===== src/rtl/sha256_stream_core_if.sv =====
// Block-stream bus between the message padder, the SHA-256 core and the digest consumer.
// Optional macro SHA256_SHA224_MODE_EN adds the sel_224 mode select.
interface sha256_stream_core_if;
    logic         valid_in;
    logic         ready_in;
    logic         first_in;
    logic         last_in;
    logic [511:0] data_in;
    logic [255:0] data_out;
    logic         valid_out;
    logic         busy;
`ifdef SHA256_SHA224_MODE_EN
    logic         sel_224;

    modport master (
        output valid_in, first_in, last_in, data_in, sel_224,
        input  ready_in, data_out, valid_out, busy
    );
    modport slave (
        input  valid_in, first_in, last_in, data_in, sel_224,
        output ready_in, data_out, valid_out, busy
    );
`else
    modport master (
        output valid_in, first_in, last_in, data_in,
        input  ready_in, data_out, valid_out, busy
    );
    modport slave (
        input  valid_in, first_in, last_in, data_in,
        output ready_in, data_out, valid_out, busy
    );
`endif
endinterface


===== src/rtl/sha256_stream_core.sv =====
// Multi-block SHA-256 compression engine with hash chaining across 512-bit blocks.
// ROUNDS_PER_CYCLE (1, 2 or 4) compression rounds are unrolled per clock.
// Optional macro SHA256_SHA224_MODE_EN adds SHA-224 IV selection and truncated output.
module sha256_stream_core #(
    parameter int ROUNDS_PER_CYCLE = 1
) (
    input logic                 clk,
    input logic                 rst,
    sha256_stream_core_if.slave bus
);
    localparam int R = ROUNDS_PER_CYCLE;

    if (!(R == 1 || R == 2 || R == 4)) begin : g_bad_rounds
        $error("sha256_stream_core: ROUNDS_PER_CYCLE must be 1, 2 or 4");
    end

    localparam logic [255:0] IV256 =
        256'h6a09e667_bb67ae85_3c6ef372_a54ff53a_510e527f_9b05688c_1f83d9ab_5be0cd19;
`ifdef SHA256_SHA224_MODE_EN
    localparam logic [255:0] IV224 =
        256'hc1059ed8_367cd507_3070dd17_f70e5939_ffc00b31_68581511_64f98fa7_befa4fa4;
`endif

    localparam logic [31:0] K_ROM [64] = '{
        32'h428a2f98, 32'h71374491, 32'hb5c0fbcf, 32'he9b5dba5,
        32'h3956c25b, 32'h59f111f1, 32'h923f82a4, 32'hab1c5ed5,
        32'hd807aa98, 32'h12835b01, 32'h243185be, 32'h550c7dc3,
        32'h72be5d74, 32'h80deb1fe, 32'h9bdc06a7, 32'hc19bf174,
        32'he49b69c1, 32'hefbe4786, 32'h0fc19dc6, 32'h240ca1cc,
        32'h2de92c6f, 32'h4a7484aa, 32'h5cb0a9dc, 32'h76f988da,
        32'h983e5152, 32'ha831c66d, 32'hb00327c8, 32'hbf597fc7,
        32'hc6e00bf3, 32'hd5a79147, 32'h06ca6351, 32'h14292967,
        32'h27b70a85, 32'h2e1b2138, 32'h4d2c6dfc, 32'h53380d13,
        32'h650a7354, 32'h766a0abb, 32'h81c2c92e, 32'h92722c85,
        32'ha2bfe8a1, 32'ha81a664b, 32'hc24b8b70, 32'hc76c51a3,
        32'hd192e819, 32'hd6990624, 32'hf40e3585, 32'h106aa070,
        32'h19a4c116, 32'h1e376c08, 32'h2748774c, 32'h34b0bcb5,
        32'h391c0cb3, 32'h4ed8aa4a, 32'h5b9cca4f, 32'h682e6ff3,
        32'h748f82ee, 32'h78a5636f, 32'h84c87814, 32'h8cc70208,
        32'h90befffa, 32'ha4506ceb, 32'hbef9a3f7, 32'hc67178f2
    };

    typedef enum logic [1:0] {IDLE, ROUND, UPDATE} state_t;

    function automatic logic [31:0] rotr(input logic [31:0] x, input int n);
        return (x >> n) | (x << (32 - n));
    endfunction

    function automatic logic [31:0] bsig0(input logic [31:0] x);
        return rotr(x, 2) ^ rotr(x, 13) ^ rotr(x, 22);
    endfunction

    function automatic logic [31:0] bsig1(input logic [31:0] x);
        return rotr(x, 6) ^ rotr(x, 11) ^ rotr(x, 25);
    endfunction

    function automatic logic [31:0] ssig0(input logic [31:0] x);
        return rotr(x, 7) ^ rotr(x, 18) ^ (x >> 3);
    endfunction

    function automatic logic [31:0] ssig1(input logic [31:0] x);
        return rotr(x, 17) ^ rotr(x, 19) ^ (x >> 10);
    endfunction

    // One compression round on the packed working state {a,b,c,d,e,f,g,h}.
    function automatic logic [255:0] round_fn(input logic [255:0] s,
                                              input logic [31:0]  k,
                                              input logic [31:0]  w);
        logic [31:0] a, b, c, d, e, f, g, h, t1, t2;
        {a, b, c, d, e, f, g, h} = s;
        t1 = h + bsig1(e) + ((e & f) ^ (~e & g)) + k + w;
        t2 = bsig0(a) + ((a & b) ^ (a & c) ^ (b & c));
        return {t1 + t2, a, b, c, d + t1, e, f, g};
    endfunction

    state_t       state;
    logic [6:0]   cnt_q;
    logic         first_q;
    logic         last_q;
    logic         ready_q;
    logic         busy_q;
    logic         valid_q;
    logic [255:0] dout_q;
    logic [255:0] h_q;
    logic [255:0] work_q;
    logic [31:0]  win_q [16];

    logic         accept;
    logic [31:0]  ext [20];
    logic [31:0]  win_next [16];
    logic [255:0] work_next;
    logic [255:0] base;
    logic [255:0] h_new;
    logic [255:0] iv_acc;
    logic [255:0] iv_msg;
    logic [255:0] digest;

`ifdef SHA256_SHA224_MODE_EN
    logic         mode_q;

    assign iv_acc = bus.sel_224 ? IV224 : IV256;
    assign iv_msg = mode_q ? IV224 : IV256;
    assign digest = mode_q ? {h_new[255:32], 32'h0} : h_new;
`else
    assign iv_acc = IV256;
    assign iv_msg = IV256;
    assign digest = h_new;
`endif

    assign accept        = (state == IDLE) && bus.valid_in;
    assign bus.ready_in  = ready_q;
    assign bus.busy      = busy_q;
    assign bus.valid_out = valid_q;
    assign bus.data_out  = dout_q;

    // Extend the schedule by R words and run R chained rounds for this edge.
    always_comb begin
        for (int i = 0; i < 16; i++) ext[i] = win_q[i];
        for (int i = 16; i < 20; i++) ext[i] = 32'h0;
        for (int j = 0; j < R; j++) begin
            ext[16 + j] = ssig1(ext[14 + j]) + ext[9 + j] + ssig0(ext[1 + j]) + ext[j];
        end
        for (int i = 0; i < 16; i++) win_next[i] = ext[i + R];
        work_next = work_q;
        for (int j = 0; j < R; j++) begin
            work_next = round_fn(work_next, K_ROM[cnt_q[5:0] + 6'(j)], ext[j]);
        end
    end

    // Feed-forward addition of the chaining base into the final working state.
    always_comb begin
        base  = first_q ? iv_msg : h_q;
        h_new = '0;
        for (int i = 0; i < 8; i++) begin
            h_new[255 - 32*i -: 32] = base[255 - 32*i -: 32] + work_q[255 - 32*i -: 32];
        end
    end

    // Datapath: load the block and starting state on accept, advance during rounds.
    always_ff @(posedge clk) begin
        if (accept) begin
            for (int i = 0; i < 16; i++) win_q[i] <= bus.data_in[511 - 32*i -: 32];
            work_q <= bus.first_in ? iv_acc : h_q;
        end else if (state == ROUND) begin
            for (int i = 0; i < 16; i++) win_q[i] <= win_next[i];
            work_q <= work_next;
        end
    end

    // Control FSM with registered handshake outputs, chain and digest registers.
    always_ff @(posedge clk) begin
        if (rst) begin
            state   <= IDLE;
            cnt_q   <= '0;
            first_q <= 1'b0;
            last_q  <= 1'b0;
            ready_q <= 1'b1;
            busy_q  <= 1'b0;
            valid_q <= 1'b0;
            dout_q  <= '0;
            h_q     <= IV256;
`ifdef SHA256_SHA224_MODE_EN
            mode_q  <= 1'b0;
`endif
        end else begin
            valid_q <= 1'b0;
            case (state)
                IDLE: begin
                    if (bus.valid_in) begin
                        first_q <= bus.first_in;
                        last_q  <= bus.last_in;
                        cnt_q   <= '0;
                        ready_q <= 1'b0;
                        busy_q  <= 1'b1;
                        state   <= ROUND;
`ifdef SHA256_SHA224_MODE_EN
                        if (bus.first_in) mode_q <= bus.sel_224;
`endif
                    end
                end
                ROUND: begin
                    cnt_q <= cnt_q + 7'(R);
                    if (cnt_q == 7'(64 - R)) state <= UPDATE;
                end
                UPDATE: begin
                    h_q     <= h_new;
                    ready_q <= 1'b1;
                    busy_q  <= 1'b0;
                    state   <= IDLE;
                    if (last_q) begin
                        dout_q  <= digest;
                        valid_q <= 1'b1;
                    end
                end
                default: begin
                    state   <= IDLE;
                    ready_q <= 1'b1;
                    busy_q  <= 1'b0;
                end
            endcase
        end
    end
endmodule


===== src/flat_wrapper.sv =====
// flat-port wrapper written by rule: the top's interface ports become plain ports
module sha256_stream_core_flat 
#(
    parameter int ROUNDS_PER_CYCLE = 1
)
  (clk, rst, bus_valid_in, bus_first_in, bus_last_in, bus_data_in, bus_ready_in, bus_data_out, bus_valid_out, bus_busy);
  sha256_stream_core_if bus_i ();
  input logic clk;
  input logic rst;
  input wire logic [$bits(bus_i.valid_in)-1:0] bus_valid_in;
  input wire logic [$bits(bus_i.first_in)-1:0] bus_first_in;
  input wire logic [$bits(bus_i.last_in)-1:0] bus_last_in;
  input wire logic [$bits(bus_i.data_in)-1:0] bus_data_in;
  output wire logic [$bits(bus_i.ready_in)-1:0] bus_ready_in;
  output wire logic [$bits(bus_i.data_out)-1:0] bus_data_out;
  output wire logic [$bits(bus_i.valid_out)-1:0] bus_valid_out;
  output wire logic [$bits(bus_i.busy)-1:0] bus_busy;
  assign bus_i.valid_in = bus_valid_in;
  assign bus_i.first_in = bus_first_in;
  assign bus_i.last_in = bus_last_in;
  assign bus_i.data_in = bus_data_in;
  assign bus_ready_in = bus_i.ready_in;
  assign bus_data_out = bus_i.data_out;
  assign bus_valid_out = bus_i.valid_out;
  assign bus_busy = bus_i.busy;
  sha256_stream_core #(.ROUNDS_PER_CYCLE(ROUNDS_PER_CYCLE)) u_core (.clk(clk), .rst(rst), .bus(bus_i));
endmodule

===== config.mk =====
export PLATFORM = sky130hd
export DESIGN_NAME = sha256_stream_core_flat
export DESIGN_NICKNAME = d
export VERILOG_FILES = /design/src/rtl/sha256_stream_core_if.sv /design/src/rtl/sha256_stream_core.sv /design/src/flat_wrapper.sv
export SDC_FILE = /design/constraint.sdc
export NUM_CORES = 2
export LEC_CHECK = 0
export CAP_MARGIN = 0
export CORE_MARGIN = 5
export CORE_UTILIZATION = 45
export DETAILED_ROUTE_END_ITERATION = 8
export PLACE_DENSITY = 0.65
export SLEW_MARGIN = 5
export SYNTH_ARGS = -nofsm -noshare
export SYNTH_HDL_FRONTEND = slang
export SYNTH_SLANG_ARGS = --single-unit

===== constraint.sdc =====
create_clock -name clk -period 22.9 [get_ports clk]
set_input_delay 2.29 -clock clk [delete_from_list [all_inputs] [get_ports clk]]
set_output_delay 2.29 -clock clk [all_outputs]
set_load 0.005 [all_outputs]

* Word-level counts from Yosys, hierarchy flattened *
Memories as Yosys holds them, arrays and structs flattened.
Index checks and enable logic that the tools add are counted.

word-level totals
  bits in registers = 782
  memory bits (writable) = 512
  ROM bits = 2048
  bits of input ports = 517
  output and inout port bits = 259
  word-level logic and storage cells = 130
  memories kept = 2

cells by class
  add/sub/neg operators = 19
  order comparisons = 1
  eq/ne operators = 5
  muxes and demuxes = 37
  bitwise gates (word level) = 46
  reductions and logical operators = 10

memories
  memory            depth  width  rd ports  clocked after memory_dff  wr ports  RTL line                   source
  (name not given)  64     32     1         0                         0         sha256_stream_core.sv:126  work_next = round_fn(work_next, K_ROM[cnt_q[5:0] + 6'(j)], ext[j]);
  u_core.win_q      16     32     16        0                         16        sha256_stream_core.sv:86   logic [31:0] win_q [16];

operators by type and width
  operator                                             count
  2-to-1 mux 256 bit                                   4
  adder 32 bit                                         18
  2-to-1 mux 32 bit                                    18
  bitwise XOR 32 bit                                   9
  AND 32 bit                                           5
  inverter 32 bit                                      1
  bitwise OR 10 x 32 -> 32 bit                         1
  bitwise OR 13 x 32 -> 32 bit                         1
  bitwise OR 14 x 32 -> 32 bit                         1
  bitwise OR 15 x 32 -> 32 bit                         1
  bitwise OR 19 x 32 -> 32 bit                         1
  bitwise OR 21 x 32 -> 32 bit                         1
  bitwise OR 25 x 32 -> 32 bit                         1
  bitwise OR 26 x 32 -> 32 bit                         1
  bitwise OR 30 x 32 -> 32 bit                         1
  bitwise OR 7 x 32 -> 32 bit                          1
  bitwise XOR 32 x 22 -> 32 bit                        1
  bitwise XOR 32 x 29 -> 32 bit                        1
  bitwise OR 1 bit                                     16
  one-hot mux 7 bit (2 select lines)                   1
  AND reduction 2 bit                                  5
  2-to-1 mux 1 bit                                     8
  adder 7 x 1 -> 7 bit, second input constant          1
  equality test 7 x 6 -> 1 bit, second input constant  1
  14 further kinds                                     19

* Logic depth before layout (Yosys ltp) *
  word-level depth = 10
  depth in mapped cells = 41
  depth with buffers taken out = 38

* Least setup slack after synthesis *
No wires, ideal clock.

  path kind = input to register
  from = input bus_valid_in
  to = memory u_core.win_q[0][0], enable pin
  setup time = 1111 ps
  data arrival time = 17884 ps
  data required time = 21789 ps
  path slack = 3906 ps
  stages on the path = 5
  buffers on the path = 1
  cell sequence = nand2b_1 > nor2_1 > clkbuf_1 > nor2_1 > inv_1

RTL lines
  what             RTL line                  source
  start, declared  flat_wrapper.sv:10        input wire logic [$bits(bus_i.valid_in)-1:0] bus_valid_in;
  end, declared    sha256_stream_core.sv:86

* Worst setup path after layout *
  from = register u_core.cnt_q[1]
  to = register u_core.work_q[255] (data pin)

between the ends
  longest elaborated chain between the ends = 9

RTL lines
  what                                                   RTL line                   source
  start, declared                                        sha256_stream_core.sv:77   logic [6:0] cnt_q;
  start signal, assigned                                 sha256_stream_core.sv:182  cnt_q <= cnt_q + 7'(R);
  inverter 6 -> 7 bit (not written as such)              sha256_stream_core.sv:126
  memory read (64 x 32 bit)                              n/a
  2-to-1 mux 32 bit (not written as such) (2 in series)  sha256_stream_core.sv:126
  adder 32 bit (2 in series)                             sha256_stream_core.sv:71   t1 = h + bsig1(e) + ((e & f) ^ (~e & g)) + k + w;
  adder 32 bit                                           sha256_stream_core.sv:73   return {t1 + t2, a, b, c, d + t1, e, f, g};
  2-to-1 mux 256 bit                                     sha256_stream_core.sv:144  end else if (state == ROUND) begin
  2-to-1 mux 256 bit                                     sha256_stream_core.sv:141  if (accept) begin
  end signal, assigned                                   sha256_stream_core.sv:143  work_q <= bus.first_in ? iv_acc : h_q;
  end signal, assigned                                   sha256_stream_core.sv:146  work_q <= work_next;
  end, declared                                          sha256_stream_core.sv:85   logic [255:0] work_q;

No other way between the ends. The select of a mux whose other input is x is not followed.
A chain may end at the register's enable or synchronous reset.

==> results.md <==
Global route:
- The aggregate global-route resource usage is 0.3537.
- The total overflow left after global routing is 0.
- The number of global-route vias before repair is 69660.
- The largest net degree at the start of global routing is 179.
- The first global-routing pass estimated 483800 um of wire.
- The initial antenna violation count came to 66.

Critical path:
- The required time of the critical path is 23470 ps.
- The endpoint kind of the worst setup timing path is a register.
- The worst setup path startpoint is u_core.cnt_q[1].
- The buffer and inverter count on the worst path is 5.
- The endpoint identified for the worst register-to-register timing path is u_core.work_q[255].
- STA classifies the critical path startpoint as a register.
- The critical path crosses 34 cells after its start point.
- The largest individual stage delay along the critical path comes from the cell sky130_fd_sc_hd__ha_1.
- In this run the worst path has a maximum fanout of 21.
- The startpoint of the worst register-to-register path is u_core.cnt_q[1].
- The most critical setup path has its endpoint at u_core.work_q[255].
- For this run, the slowest stage of the critical path takes 610 ps.
- Among the stages of the critical path, the cell type that occurs most often is sky130_fd_sc_hd__fa_1.
- At the worst endpoint, the arrival time is 10830 ps.
- The critical path in this run is classified as register to register.
- The worst register-to-register path has a setup slack of between 10000 and 15000 ps.
- The depth of the most critical reg-to-reg path is 34.
- On the critical path the largest part of the delay comes from adder cells.

Floorplanning:
- In this run the core area contains 155 standard-cell rows.
- The total core area is 178400 sq um.
- The die is 433.4 um tall.
- The die area is 187900 sq um.
- From left edge to right edge, the die measures roughly 430 um.
- For this design the top-level I/O count stands at 776.
- The starting density of the core is 0.4522.

Yosys:
- The number of register bits inferred by synthesis is 1294.
- The distinct cell type count of the synthesized netlist is 94.
- Yosys attributes the largest share of cell area to sky130_fd_sc_hd__edfxtp_1 29%, sky130_fd_sc_hd__dfxtp_1 13%, sky130_fd_sc_hd__nand2_1 12%.
- The commonest cells after synthesis are 2612 x sky130_fd_sc_hd__nand2_1, 768 x sky130_fd_sc_hd__edfxtp_1, 698 x sky130_fd_sc_hd__a21oi_1, 526 x sky130_fd_sc_hd__dfxtp_1, 515 x sky130_fd_sc_hd__clkbuf_1.
- The average instance in the mapped netlist occupies 8.617 sq um.
- Synthesis produced a netlist whose cell count is between 9000 and 10000.
- Of the post-synthesis cell area, the dominant cell type holds 0.2858.
- The count of flip-flops with a built-in enable after synthesis is 768.
- The share of synthesized area occupied by flip-flops and latches is 0.4164.
- During synthesis, Yosys emitted a total of 0 warnings.
- sky130_fd_sc_hd__nand2_1 is the most common cell in the netlist.
- The net count of the mapped netlist is 10470.
- The share of flip-flops with an asynchronous set or reset is 0.
- The most instantiated flip-flop cell in the synthesis netlist is sky130_fd_sc_hd__edfxtp_1.
- The synthesized design spends more area on one cell type than any other, namely sky130_fd_sc_hd__edfxtp_1.
- The cell area after synthesis is about 81000 sq um.

Clock tree:
- The latest clock arrival within the worst-skew pair is 850 ps.
- The number of instances resized during post-cts repair is 0.
- After clock tree synthesis, the clock-pin slew on the worst setup and hold paths is about 60 ps.
- In this run the number of H-tree levels came out at 4.
- The cell sitting at the root of the clock tree is a sky130_fd_sc_hd__clkbuf_16.
- In this run, CTS created clock tree buffers numbering roughly 150.
- No sink is reached through more buffers than the 3 on the longest clock path.
- Buffers added to address setup during post-CTS repair amount to 0.
- For this design, the sink count on the clock tree is 1294.
- The total of hold buffers inserted after clock tree synthesis is 0.
- The CTS tree is done.

Run status:
- The run finished with clean final reports.

Min path:
- The tightest min-delay check is of the register to register type.

Job:
- The number of max-cap violations is 0.

STA:
- Adding up every negative setup slack in the final design gives 0 ps.
- Measured against its own limit, the worst slew margin works out to 0.1997.
- For the pin with the worst max-slew slack, the measured transition is around 1200 ps.
- The hold violation count in the final report came to 0.
- Setup repair after global routing left no endpoint under its margin.
- Of the available clock period, the critical path in the final layout requires 0.4479.
- The maximum clock skew at final layout is 64.02 ps.
- The total of endpoints with negative setup slack in the final report is 0.
- The final number of max-transition violations was 0.
- The clock period could shrink to 10260 ps.
- For this run, the top clock speed supported by timing is 0.09750 GHz.

Drt:
- The pre-antenna-repair detailed-routing pass consisted of 6 iterations.
- The violation count after the first detailed-routing iteration is 7634.
- The routed design has 341900 um of wire.
- After detailed routing, the number of remaining DRC violations is 0.
- The per-cell via count in the routed design is 5.849.
- After detailed routing, the average wire length per cell comes to 27.74 um.
- Once detail routing completed, the nets flagged for antenna violations numbered 0.
- Across all layers, the routed design uses between 70000 and 80000 vias.

Finish:
- The total of fill cells in the finished design is 16630.
- Registers take 33610 sq um.
- The final net count is 10910.
- The share of cells above drive strength 1 is 0.05185.
- The area of the multi-input gates is 43950 sq um.
- Relative to the synthesized area, the layout overhead comes to 18.27%.

Place:
- The detailed placement HPWL is 260900 um.
- Input and output buffers added on the ports amount to 775.
- The global placement routability congestion is 0.9972.
tightest hold or removal path, cell delays in order, from the launching register on:
cell and delay, ps:
sky130_fd_sc_hd__dfxtp_1 310, sky130_fd_sc_hd__nand2_1 50, sky130_fd_sc_hd__a21oi_1 50
flip-flops by register name, indices dropped and copies added, names as in the netlist:
signal / flops
u_core.bus.data_out: 256
u_core.work_q: 256
u_core.bus.busy: 1
u_core.first_q: 1
u_core.win_q: 512
u_core.state: 2
u_core.bus.valid_out: 1
u_core.bus.ready_in: 1
u_core.h_q: 256
u_core.cnt_q: 7
u_core.last_q: 1
layer usage:
layer	vias up	part of all wire	GRT usage
li1	32960	-	-
met1	35040	0.39	0.4412
met2	3364	0.46	0.5657
met3	699	0.085	0.07509
met4	46	0.067	0.2108
met5	-	0.00092	0
stage by stage:
stage	hold slack, ps	cell area [sq um]	util	setup WS [ps]	instances
floorplan	434.6	80680	-	3906	9363
global placement	441.2	90010	0.5045	12850	12010
detailed placement	446.4	90010	0.5045	12850	12010
CTS	453.7	95320	0.5342	12820	12290
global route	471.8	95390	0.5346	12170	12310
finish	452.9	95430	0.5348	12640	12330
worst min-delay path by stage:
stage                              from                        to  slack [ps]  cells after the start
2_1_floorplan           u_core.cnt_q[6]           u_core.state[1]         430                      1
3_3_place_gp   u_core.bus.data_out[232]  u_core.bus.data_out[232]         440                      2
3_5_place_dp    u_core.bus.data_out[42]   u_core.bus.data_out[42]         450                      2
4_1_cts         u_core.bus.data_out[42]   u_core.bus.data_out[42]         450                      2
5_1_grt        u_core.bus.data_out[241]  u_core.bus.data_out[241]         470                      2
6_report       u_core.bus.data_out[241]  u_core.bus.data_out[241]         450                      2
layout by cell type, fill, tap and decap left out, types with 96 or more instances in the layout:
cell                              count
sky130_fd_sc_hd__dfxtp_1            521
sky130_fd_sc_hd__xor2_1             145
sky130_fd_sc_hd__fa_1               195
sky130_fd_sc_hd__a21oi_1            698
sky130_fd_sc_hd__o211ai_1           111
sky130_fd_sc_hd__nand3_1            146
sky130_fd_sc_hd__inv_1              283
sky130_fd_sc_hd__nand2b_1           108
sky130_fd_sc_hd__o21ai_0            432
sky130_fd_sc_hd__or2_2              140
sky130_fd_sc_hd__clkbuf_16          159
sky130_fd_sc_hd__ha_1               390
sky130_fd_sc_hd__o21ai_1            143
sky130_fd_sc_hd__nor2_1             449
sky130_fd_sc_hd__nor2b_1            151
sky130_fd_sc_hd__clkdlybuf4s50_1    773
sky130_fd_sc_hd__a211oi_1            96
sky130_fd_sc_hd__xnor2_1            430
sky130_fd_sc_hd__nand2_1           2611
sky130_fd_sc_hd__edfxtp_1           768
sky130_fd_sc_hd__a21o_1             159
kinds of logic after synthesis:
| logic type | count (synthesis) | share of synthesized area |
|---|---|---|
| AND/OR/NAND/NOR | 3918 | 0.2065 |
| buffers and inverters | 851 | 0.03961 |
| AO/OA/AOI/OAI | 2062 | 0.1551 |
| adder cells (fa/ha/maj) | 606 | 0.1115 |
| multiplexers | 55 | 0.008002 |
| flip-flops | 1294 | 0.4164 |
| XOR/XNOR | 577 | 0.06298 |
area by class of cell:
cell class | instances | share of cell area
multi-input cells | 7218 | 0.4606
flip-flops and latches | 1294 | 0.3522
repair buffers | 850 | 0.08814
clock buffers | 213 | 0.04634
well taps | 2355 | 0.03088
inverters | 290 | 0.01156
clock inverters | 67 | 0.009270
diodes | 41 | 0.001075
Power is left out: the tool's default activity adds up to more than one toggle a clock period on the data nets, which glitch-free logic cannot reach.
